**src/rtl/handshake_rr_arbiter_pkg.sv**
```systemverilog
// +----------------------------------------------------------------------+
// | handshake_arb_pkg : shared types and helpers for handshake_rr_arbiter |
// | Rev 1.0                                                              |
// +----------------------------------------------------------------------+
`default_nettype none

package handshake_arb_pkg;

  typedef enum logic {ARB_IDLE, ARB_LOCKED} arb_state_t;

  function automatic int next_idx(input int idx, input int n);
    return (idx + 1 >= n) ? 0 : idx + 1;
  endfunction

endpackage

`default_nettype wire

```
**src/rtl/handshake_rr_arbiter_if.sv**
```systemverilog
// +----------------------------------------------------------------------+
// | handshake_rr_arbiter_if : NREQ source channels plus one drain channel |
// | Rev 1.0                                                              |
// +----------------------------------------------------------------------+
`default_nettype none

interface handshake_rr_arbiter_if #(
  parameter int WIDTH = 32,
  parameter int NREQ  = 4,
  parameter int IDW   = $clog2(NREQ)
);
  logic [NREQ-1:0]       req_valid;
  logic [NREQ*WIDTH-1:0] req_data;
  logic [NREQ-1:0]       req_last;
  logic [NREQ-1:0]       req_ready;
  logic                  out_valid;
  logic [WIDTH-1:0]      out_data;
  logic                  out_last;
  logic [IDW-1:0]        out_id;
  logic                  out_ready;

  // slave: the arbiter; master: the surrounding sources and drain
  modport slave (
    input  req_valid, req_data, req_last, out_ready,
    output req_ready, out_valid, out_data, out_last, out_id
  );
  modport master (
    output req_valid, req_data, req_last, out_ready,
    input  req_ready, out_valid, out_data, out_last, out_id
  );
endinterface

`default_nettype wire

```
**src/rtl/handshake_rr_arbiter_rr_pick.sv**
```systemverilog
// +----------------------------------------------------------------------+
// | rr_pick : combinational rotating-priority picker starting at ptr     |
// | Rev 1.0                                                              |
// +----------------------------------------------------------------------+
`default_nettype none

module rr_pick #(
  parameter int NREQ = 4,
  parameter int IDW  = $clog2(NREQ)
) (
  input  logic [NREQ-1:0] req,
  input  logic [IDW-1:0]  ptr,
  output logic            found,
  output logic [IDW-1:0]  idx
);

  int w_j;

  // Scan from the farthest position back so the entry nearest ptr wins last.
  always_comb begin
    found = 1'b0;
    idx   = '0;
    w_j   = 0;
    for (int k = NREQ - 1; k >= 0; k--) begin
      w_j = int'(ptr) + k;
      if (w_j >= NREQ) w_j = w_j - NREQ;
      if (req[w_j]) begin
        found = 1'b1;
        idx   = IDW'(w_j);
      end
    end
  end

endmodule

`default_nettype wire

```
**src/rtl/handshake_rr_arbiter.sv**
```systemverilog
// +----------------------------------------------------------------------+
// | handshake_rr_arbiter : packet-atomic round-robin mux of NREQ sources |
// | Rev 1.0                                                              |
// +----------------------------------------------------------------------+
`default_nettype none

module handshake_rr_arbiter
  import handshake_arb_pkg::*;
#(
  parameter int WIDTH = 32,
  parameter int NREQ  = 4,
  parameter int IDW   = $clog2(NREQ),
  parameter int CNTW  = 16
) (
  input  logic                   clk,
  input  logic                   rst,
  handshake_rr_arbiter_if.slave  bus,
  output logic                   busy,
  output logic [CNTW-1:0]        pkt_count
);

  arb_state_t       r_state, w_state_nxt;
  logic [IDW-1:0]   r_ptr, w_ptr_nxt;
  logic [IDW-1:0]   r_own, w_own_nxt;
  logic [CNTW-1:0]  r_cnt, w_cnt_nxt;

  logic             r_out_valid;
  logic [WIDTH-1:0] r_out_data;
  logic             r_out_last;
  logic [IDW-1:0]   r_out_id;

  logic             w_pick_found;
  logic [IDW-1:0]   w_pick_idx;
  logic             w_grant_valid;
  logic [IDW-1:0]   w_grant;
  logic             w_can_load;
  logic             w_accept;
  logic             w_beat_last;
  logic [WIDTH-1:0] w_beat_data;
  logic [NREQ-1:0]  w_req_ready;

  rr_pick #(
    .NREQ (NREQ),
    .IDW  (IDW)
  ) u_pick (
    .req   (bus.req_valid),
    .ptr   (r_ptr),
    .found (w_pick_found),
    .idx   (w_pick_idx)
  );

  // Only the granted lane's inputs are sampled, so X elsewhere cannot leak.
  always_comb begin
    w_can_load    = !r_out_valid || bus.out_ready;
    w_grant_valid = w_pick_found;
    w_grant       = w_pick_idx;
    if (r_state == ARB_LOCKED) begin
      w_grant_valid = 1'b1;
      w_grant       = r_own;
    end
    w_beat_last = bus.req_last[w_grant];
    w_beat_data = bus.req_data[int'(w_grant)*WIDTH +: WIDTH];
    w_accept    = w_can_load && w_grant_valid && bus.req_valid[w_grant] && !rst;
    w_req_ready = '0;
    for (int i = 0; i < NREQ; i++) begin
      w_req_ready[i] = w_can_load && w_grant_valid && (w_grant == IDW'(i)) && !rst;
    end
  end

  always_comb begin
    w_state_nxt = r_state;
    w_ptr_nxt   = r_ptr;
    w_own_nxt   = r_own;
    w_cnt_nxt   = r_cnt;
    if (w_accept) begin
      if (w_beat_last) begin
        w_state_nxt = ARB_IDLE;
        w_ptr_nxt   = IDW'(next_idx(int'(w_grant), NREQ));
        w_cnt_nxt   = r_cnt + CNTW'(1);
      end else begin
        w_state_nxt = ARB_LOCKED;
        w_own_nxt   = w_grant;
      end
    end
  end

  always_ff @(posedge clk or posedge rst) begin
    if (rst) begin
      r_state <= ARB_IDLE;
      r_ptr   <= '0;
      r_own   <= '0;
      r_cnt   <= '0;
    end else begin
      r_state <= w_state_nxt;
      r_ptr   <= w_ptr_nxt;
      r_own   <= w_own_nxt;
      r_cnt   <= w_cnt_nxt;
    end
  end

  always_ff @(posedge clk or posedge rst) begin
    if (rst) begin
      r_out_valid <= 1'b0;
      r_out_data  <= '0;
      r_out_last  <= 1'b0;
      r_out_id    <= '0;
    end else if (w_accept) begin
      r_out_valid <= 1'b1;
      r_out_data  <= w_beat_data;
      r_out_last  <= w_beat_last;
      r_out_id    <= w_grant;
    end else if (bus.out_ready) begin
      r_out_valid <= 1'b0;
    end
  end

  assign bus.req_ready = w_req_ready;
  assign bus.out_valid = r_out_valid;
  assign bus.out_data  = r_out_data;
  assign bus.out_last  = r_out_last;
  assign bus.out_id    = r_out_id;
  assign busy          = (r_state == ARB_LOCKED);
  assign pkt_count     = r_cnt;

endmodule

`default_nettype wire

```
**src/flat_wrapper.sv**
```systemverilog
// flat-port wrapper written by rule: the top's interface ports become plain ports
module handshake_rr_arbiter_flat import handshake_arb_pkg::*;
#(
  parameter int WIDTH = 32,
  parameter int NREQ  = 4,
  parameter int IDW   = $clog2(NREQ),
  parameter int CNTW  = 16
)
  (clk, rst, busy, pkt_count, bus_req_valid, bus_req_data, bus_req_last, bus_out_ready, bus_req_ready, bus_out_valid, bus_out_data, bus_out_last, bus_out_id);
  handshake_rr_arbiter_if #(.WIDTH(WIDTH), .NREQ(NREQ), .IDW(IDW)) bus_i ();
  input  logic clk;
  input  logic rst;
  output logic busy;
  output logic [CNTW-1:0] pkt_count;
  input wire logic [$bits(bus_i.req_valid)-1:0] bus_req_valid;
  input wire logic [$bits(bus_i.req_data)-1:0] bus_req_data;
  input wire logic [$bits(bus_i.req_last)-1:0] bus_req_last;
  input wire logic [$bits(bus_i.out_ready)-1:0] bus_out_ready;
  output wire logic [$bits(bus_i.req_ready)-1:0] bus_req_ready;
  output wire logic [$bits(bus_i.out_valid)-1:0] bus_out_valid;
  output wire logic [$bits(bus_i.out_data)-1:0] bus_out_data;
  output wire logic [$bits(bus_i.out_last)-1:0] bus_out_last;
  output wire logic [$bits(bus_i.out_id)-1:0] bus_out_id;
  assign bus_i.req_valid = bus_req_valid;
  assign bus_i.req_data = bus_req_data;
  assign bus_i.req_last = bus_req_last;
  assign bus_i.out_ready = bus_out_ready;
  assign bus_req_ready = bus_i.req_ready;
  assign bus_out_valid = bus_i.out_valid;
  assign bus_out_data = bus_i.out_data;
  assign bus_out_last = bus_i.out_last;
  assign bus_out_id = bus_i.out_id;
  handshake_rr_arbiter #(.WIDTH(WIDTH), .NREQ(NREQ), .IDW(IDW), .CNTW(CNTW)) u_core (.clk(clk), .rst(rst), .bus(bus_i), .busy(busy), .pkt_count(pkt_count));
endmodule
```
**config.mk**
```make
export PLATFORM = sky130hd
export DESIGN_NAME = handshake_rr_arbiter_flat
export DESIGN_NICKNAME = d
export VERILOG_FILES = /design/src/rtl/handshake_rr_arbiter_pkg.sv /design/src/rtl/handshake_rr_arbiter_if.sv /design/src/rtl/handshake_rr_arbiter_rr_pick.sv /design/src/rtl/handshake_rr_arbiter.sv /design/src/flat_wrapper.sv
export SDC_FILE = /design/constraint.sdc
export NUM_CORES = 1
export LEC_CHECK = 0
export ABC_AREA = 1
export ABC_CLOCK_PERIOD_IN_PS = 3700
export BUFFER_PORTS_ARGS = -buffer_cell sky130_fd_sc_hd__buf_2
export CAP_MARGIN = 20
export CORE_AREA = 2 2 98 100
export CTS_CLUSTER_DIAMETER = 80
export DETAILED_ROUTE_END_ITERATION = 10
export DIE_AREA = 0 0 100 102
export PLACE_DENSITY = 0.78
export SLEW_MARGIN = 15
export SYNTH_ARGS = -nofsm -noshare
export SYNTH_HDL_FRONTEND = slang
export SYNTH_HIERARCHICAL = 1
export SYNTH_SLANG_ARGS = --single-unit
```
**constraint.sdc**
```tcl
create_clock -name clk -period 3.7 [get_ports clk]
set_clock_uncertainty 0.15 [all_clocks]
set_input_delay 0.37 -clock clk [delete_from_list [all_inputs] [get_ports clk]]
set_output_delay 0.37 -clock clk [all_outputs]
set_load 0.1 [all_outputs]
```
==> flow_metrics.py <==
metrics = {
    "outcome": {
        "status": "finished clean",
    },
    "clocking": {
        "cts-resized-gates": 0,
        "cts_hold_buf": 0,
        "cts_setup_buffers": 0,
        "cts.sinks": 57,
        "cts_tree": "done",
        "cts_made_buffers": 9,
        "clkTransAtPathRegs_ns": 0.06,
        "insertion_delay_ns": 0.33,
        "cts-htree-levels": 3,
        "cts_buffer_depth": 2,
        "cts-root-buf": "clkbuf_8",
    },
    "critical_path": {
        "crit_fanout": 38,
        "critPathKind": "reg2out",
        "cp.depth": 13,
        "max_stage_delay_ns": 0.55,
        "cp_data_arrival_time_ns": 3.00,
        "r2r_cells": 15,
        "crit_family": "buffers and inverters",
        "path_buf_inv": 4,
        "r2r-start": "u_core/r_ptr[0]$_DFFE_PP0P_",
        "worstPathCellList": "inv_1 -> nand2_1 -> and2_4 -> nand2_2 -> nand2_1 -> inv_1 -> a21boi_1 -> nand2_1 -> o21ai_4 -> ha_1 -> inv_1 -> nor2_2 -> buf_2",
        "cpMaxStageDelayCell": "dfrtp_1",
        "worstSetupStartpointType": "flip-flop",
        "required_ns": 3.18,
        "r2r_setup_slack_ns": 0.43,
        "regToRegEndpoint": "u_core/bus.out_id[0]$_DFFE_PP0P_",
        "end_kind": "output port",
    },
    "layout": {
        "final_cells": 924,
        "drive_gt1_share_pct": 29.4,
        "area_growth_pct": 31.7,
        "fill_cells": 877,
        "stdcell_area_um2": 5350,
        "layout.nets": 953,
        "diodes": 0,
    },
    "routing": {
        "ant_nets": 0,
        "drc": 0,
        "first_pass_iters": 5,
        "via_count": 4813,
        "wl_met2_mm": 6.28,
        "viasPerCell": 5.21,
        "wl_met3_um": 719,
        "drt-initial-drc-count": 223,
        "drt-met1-wl_mm": 5.55,
        "finalWirelength_mm": 12.9,
        "routed.top_layer": "met4",
        "wl_per_cell_um": 14.0,
    },
    "place": {
        "gp_congestion": 0.949,
        "dp_hpwl_mm": 9.78,
        "place_area_um2": 5110,
        "io_buffer_count": 195,
        "dp_cells": 909,
    },
    "grt": {
        "grt_pass1_wl_mm": 21.0,
        "antenna_found_initial": 0,
        "grt.overflow.total": 0,
        "grt_max_degree": 53,
        "grt_pass1_vias": 4620,
        "grt_use_total_pct": 25.9,
    },
    "floorplan": {
        "die_y_um": 102,
        "std_cell_rows": 35,
        "die_area_um2": 10200,
        "pin_count": 196,
        "die-width_um": 100,
        "core_um2": 9110,
        "start_util_pct": 44.5,
    },
    "sta": {
        "worstMarginPinSlew_ns": 0.891,
        "period_minus_slack_ns": 3.52,
        "slew_headroom_pct": 40.3,
        "max_freq_mhz": 284,
        "slew_viol_final": 0,
        "fin_tns_setup_ns": 0,
        "finalCritPeriodShare_pct": 95.0,
        "rsz0062_at_grt": "no",
        "finalSetupViolCount": 0,
        "finalHoldViolCount": 0,
    },
    "yosys": {
        "seq_area_frac_synth_pct": 35.2,
        "syn_inst": 627,
        "avgSynthCellArea_um2": 6.47,
        "synthArstFlopShare_pct": 100,
        "ys.flop_type": "dfrtp_1",
        "synth_cell_type_count": 28,
        "synth_top_area_share_pct": 35.2,
        "synthTopCellsByCount": "nand2_1 (308), dfrtp_1 (57), nor2_1 (53)",
        "synth_fp_nets": 771,
        "synth_warnings": 6,
        "synth.most_common_cell": "nand2_1",
        "synth_largest_area_cell": "dfrtp_1",
        "synth_seq_cells": 57,
        "synthTopCellsByArea": "dfrtp_1 (35%), nand2_1 (28%), o2bb2ai_1 (6.9%)",
        "synth_edf_count": 0,
        "syn_area_um2": 4060,
    },
    "min_path": {
        "min-delay-path-class": "in2async",
    },
    "flow_run": {
        "max_cap_violations": 0,
    },
}
[how the worst max path moves through the flow]
stage	slack (ns)	from	to
6_report	0.18	u_core/r_ptr[0]$_DFFE_PP0P_	bus_req_ready[3]
2_1_floorplan	0.04	u_core/busy$_DFFE_PP0P_	bus_req_ready[2]
3_3_place_gp	0.65	u_core/r_ptr[0]$_DFFE_PP0P_	u_core/bus.out_id[1]$_DFFE_PP0P_
3_5_place_dp	0.44	u_core/r_ptr[0]$_DFFE_PP0P_	u_core/bus.out_id[0]$_DFFE_PP0P_
5_1_grt	0.01	u_core/r_ptr[0]$_DFFE_PP0P_	bus_req_ready[3]
4_1_cts	0.16	u_core/r_ptr[0]$_DFFE_PP0P_	bus_req_ready[2]
[worst reg2reg max path, stage by stage, from the launching register on]
cell	delay [ns]
dfrtp_1	0.55
inv_1	0.16
nand2_1	0.11
and2_4	0.15
nand2_2	0.06
nand2_1	0.07
inv_1	0.04
a21boi_1	0.23
nand2_1	0.13
o21ai_4	0.33
nand3_1	0.31
nand2_2	0.34
nand2_1	0.12
buf_4	0.23
nand2_1	0.09
o21ai_0	0.08
[per-stage QoR]
step	hold slack (ns)	util, %	worst slack [ns]
after global placement	0.309	56.1	0.654
after CTS	0.145	58.6	0.158
final	0.0493	58.7	0.185
after floorplan	0.292	-	0.0379
after detailed placement	0.310	56.1	0.436
after global routing	0.106	58.7	0.0148
[cells in the final DEF, fill, tap and decap left out, types with 2 or more instances in the layout]
cell	count
buf_12	2
buf_2	192
buf_4	9
bufinv_16	2
clkbuf_8	12
clkinv_2	2
dfrtp_1	57
ha_1	5
inv_1	26
inv_2	3
nand2_1	307
nand2_2	7
nand3_1	29
nand3b_1	2
nand4_1	14
nor2_1	51
nor2_2	3
o21ai_0	37
o21ai_1	2
o21ai_2	2
o2bb2ai_1	32
xnor2_1	4
xor2_1	4
[area by class of cell]
cell class	count	area [um^2]	area share [%]
inverters	31	119	2.22
clock inverters	2	60.1	1.12
flip-flops and latches	57	1430	26.7
multi-input cells	506	2360	44.1
well taps	111	139	2.60
repair buffers	204	1080	20.1
clock buffers	13	169	3.16
[logic make-up (layout without fill, tap and decap cells)]
logic type / count (synthesis) / after routing / synth area share, %
simple gates: 416 / 416 / 41.4
compound gates: 77 / 77 / 13.1
buf+inv: 64 / 250 / 7.15
flops: 57 / 57 / 35.2
xor+xnor: 8 / 8 / 1.73
fa+ha+maj: 5 / 5 / 1.54
[registers in the layout (all words and copies together) (netlist names)]
signal	flops
u_core/bus.out_last	1
u_core/busy	1
u_core/bus.out_id	2
u_core/bus.out_data	32
u_core/r_own	2
u_core/r_ptr	2
u_core/pkt_count	16
u_core/bus.out_valid	1
[routing by layer]
metal | global-route usage (%) | vias up
met1 | 31.1 | 2232
met4 | 11.0 | 0
li1 | - | 2380
met2 | 44.8 | 173
met3 | 6.43 | 28
met5 | 0 | -
Power is left out: the tool's default activity adds up to more than one toggle a clock period on the data nets, which glitch-free logic cannot reach.
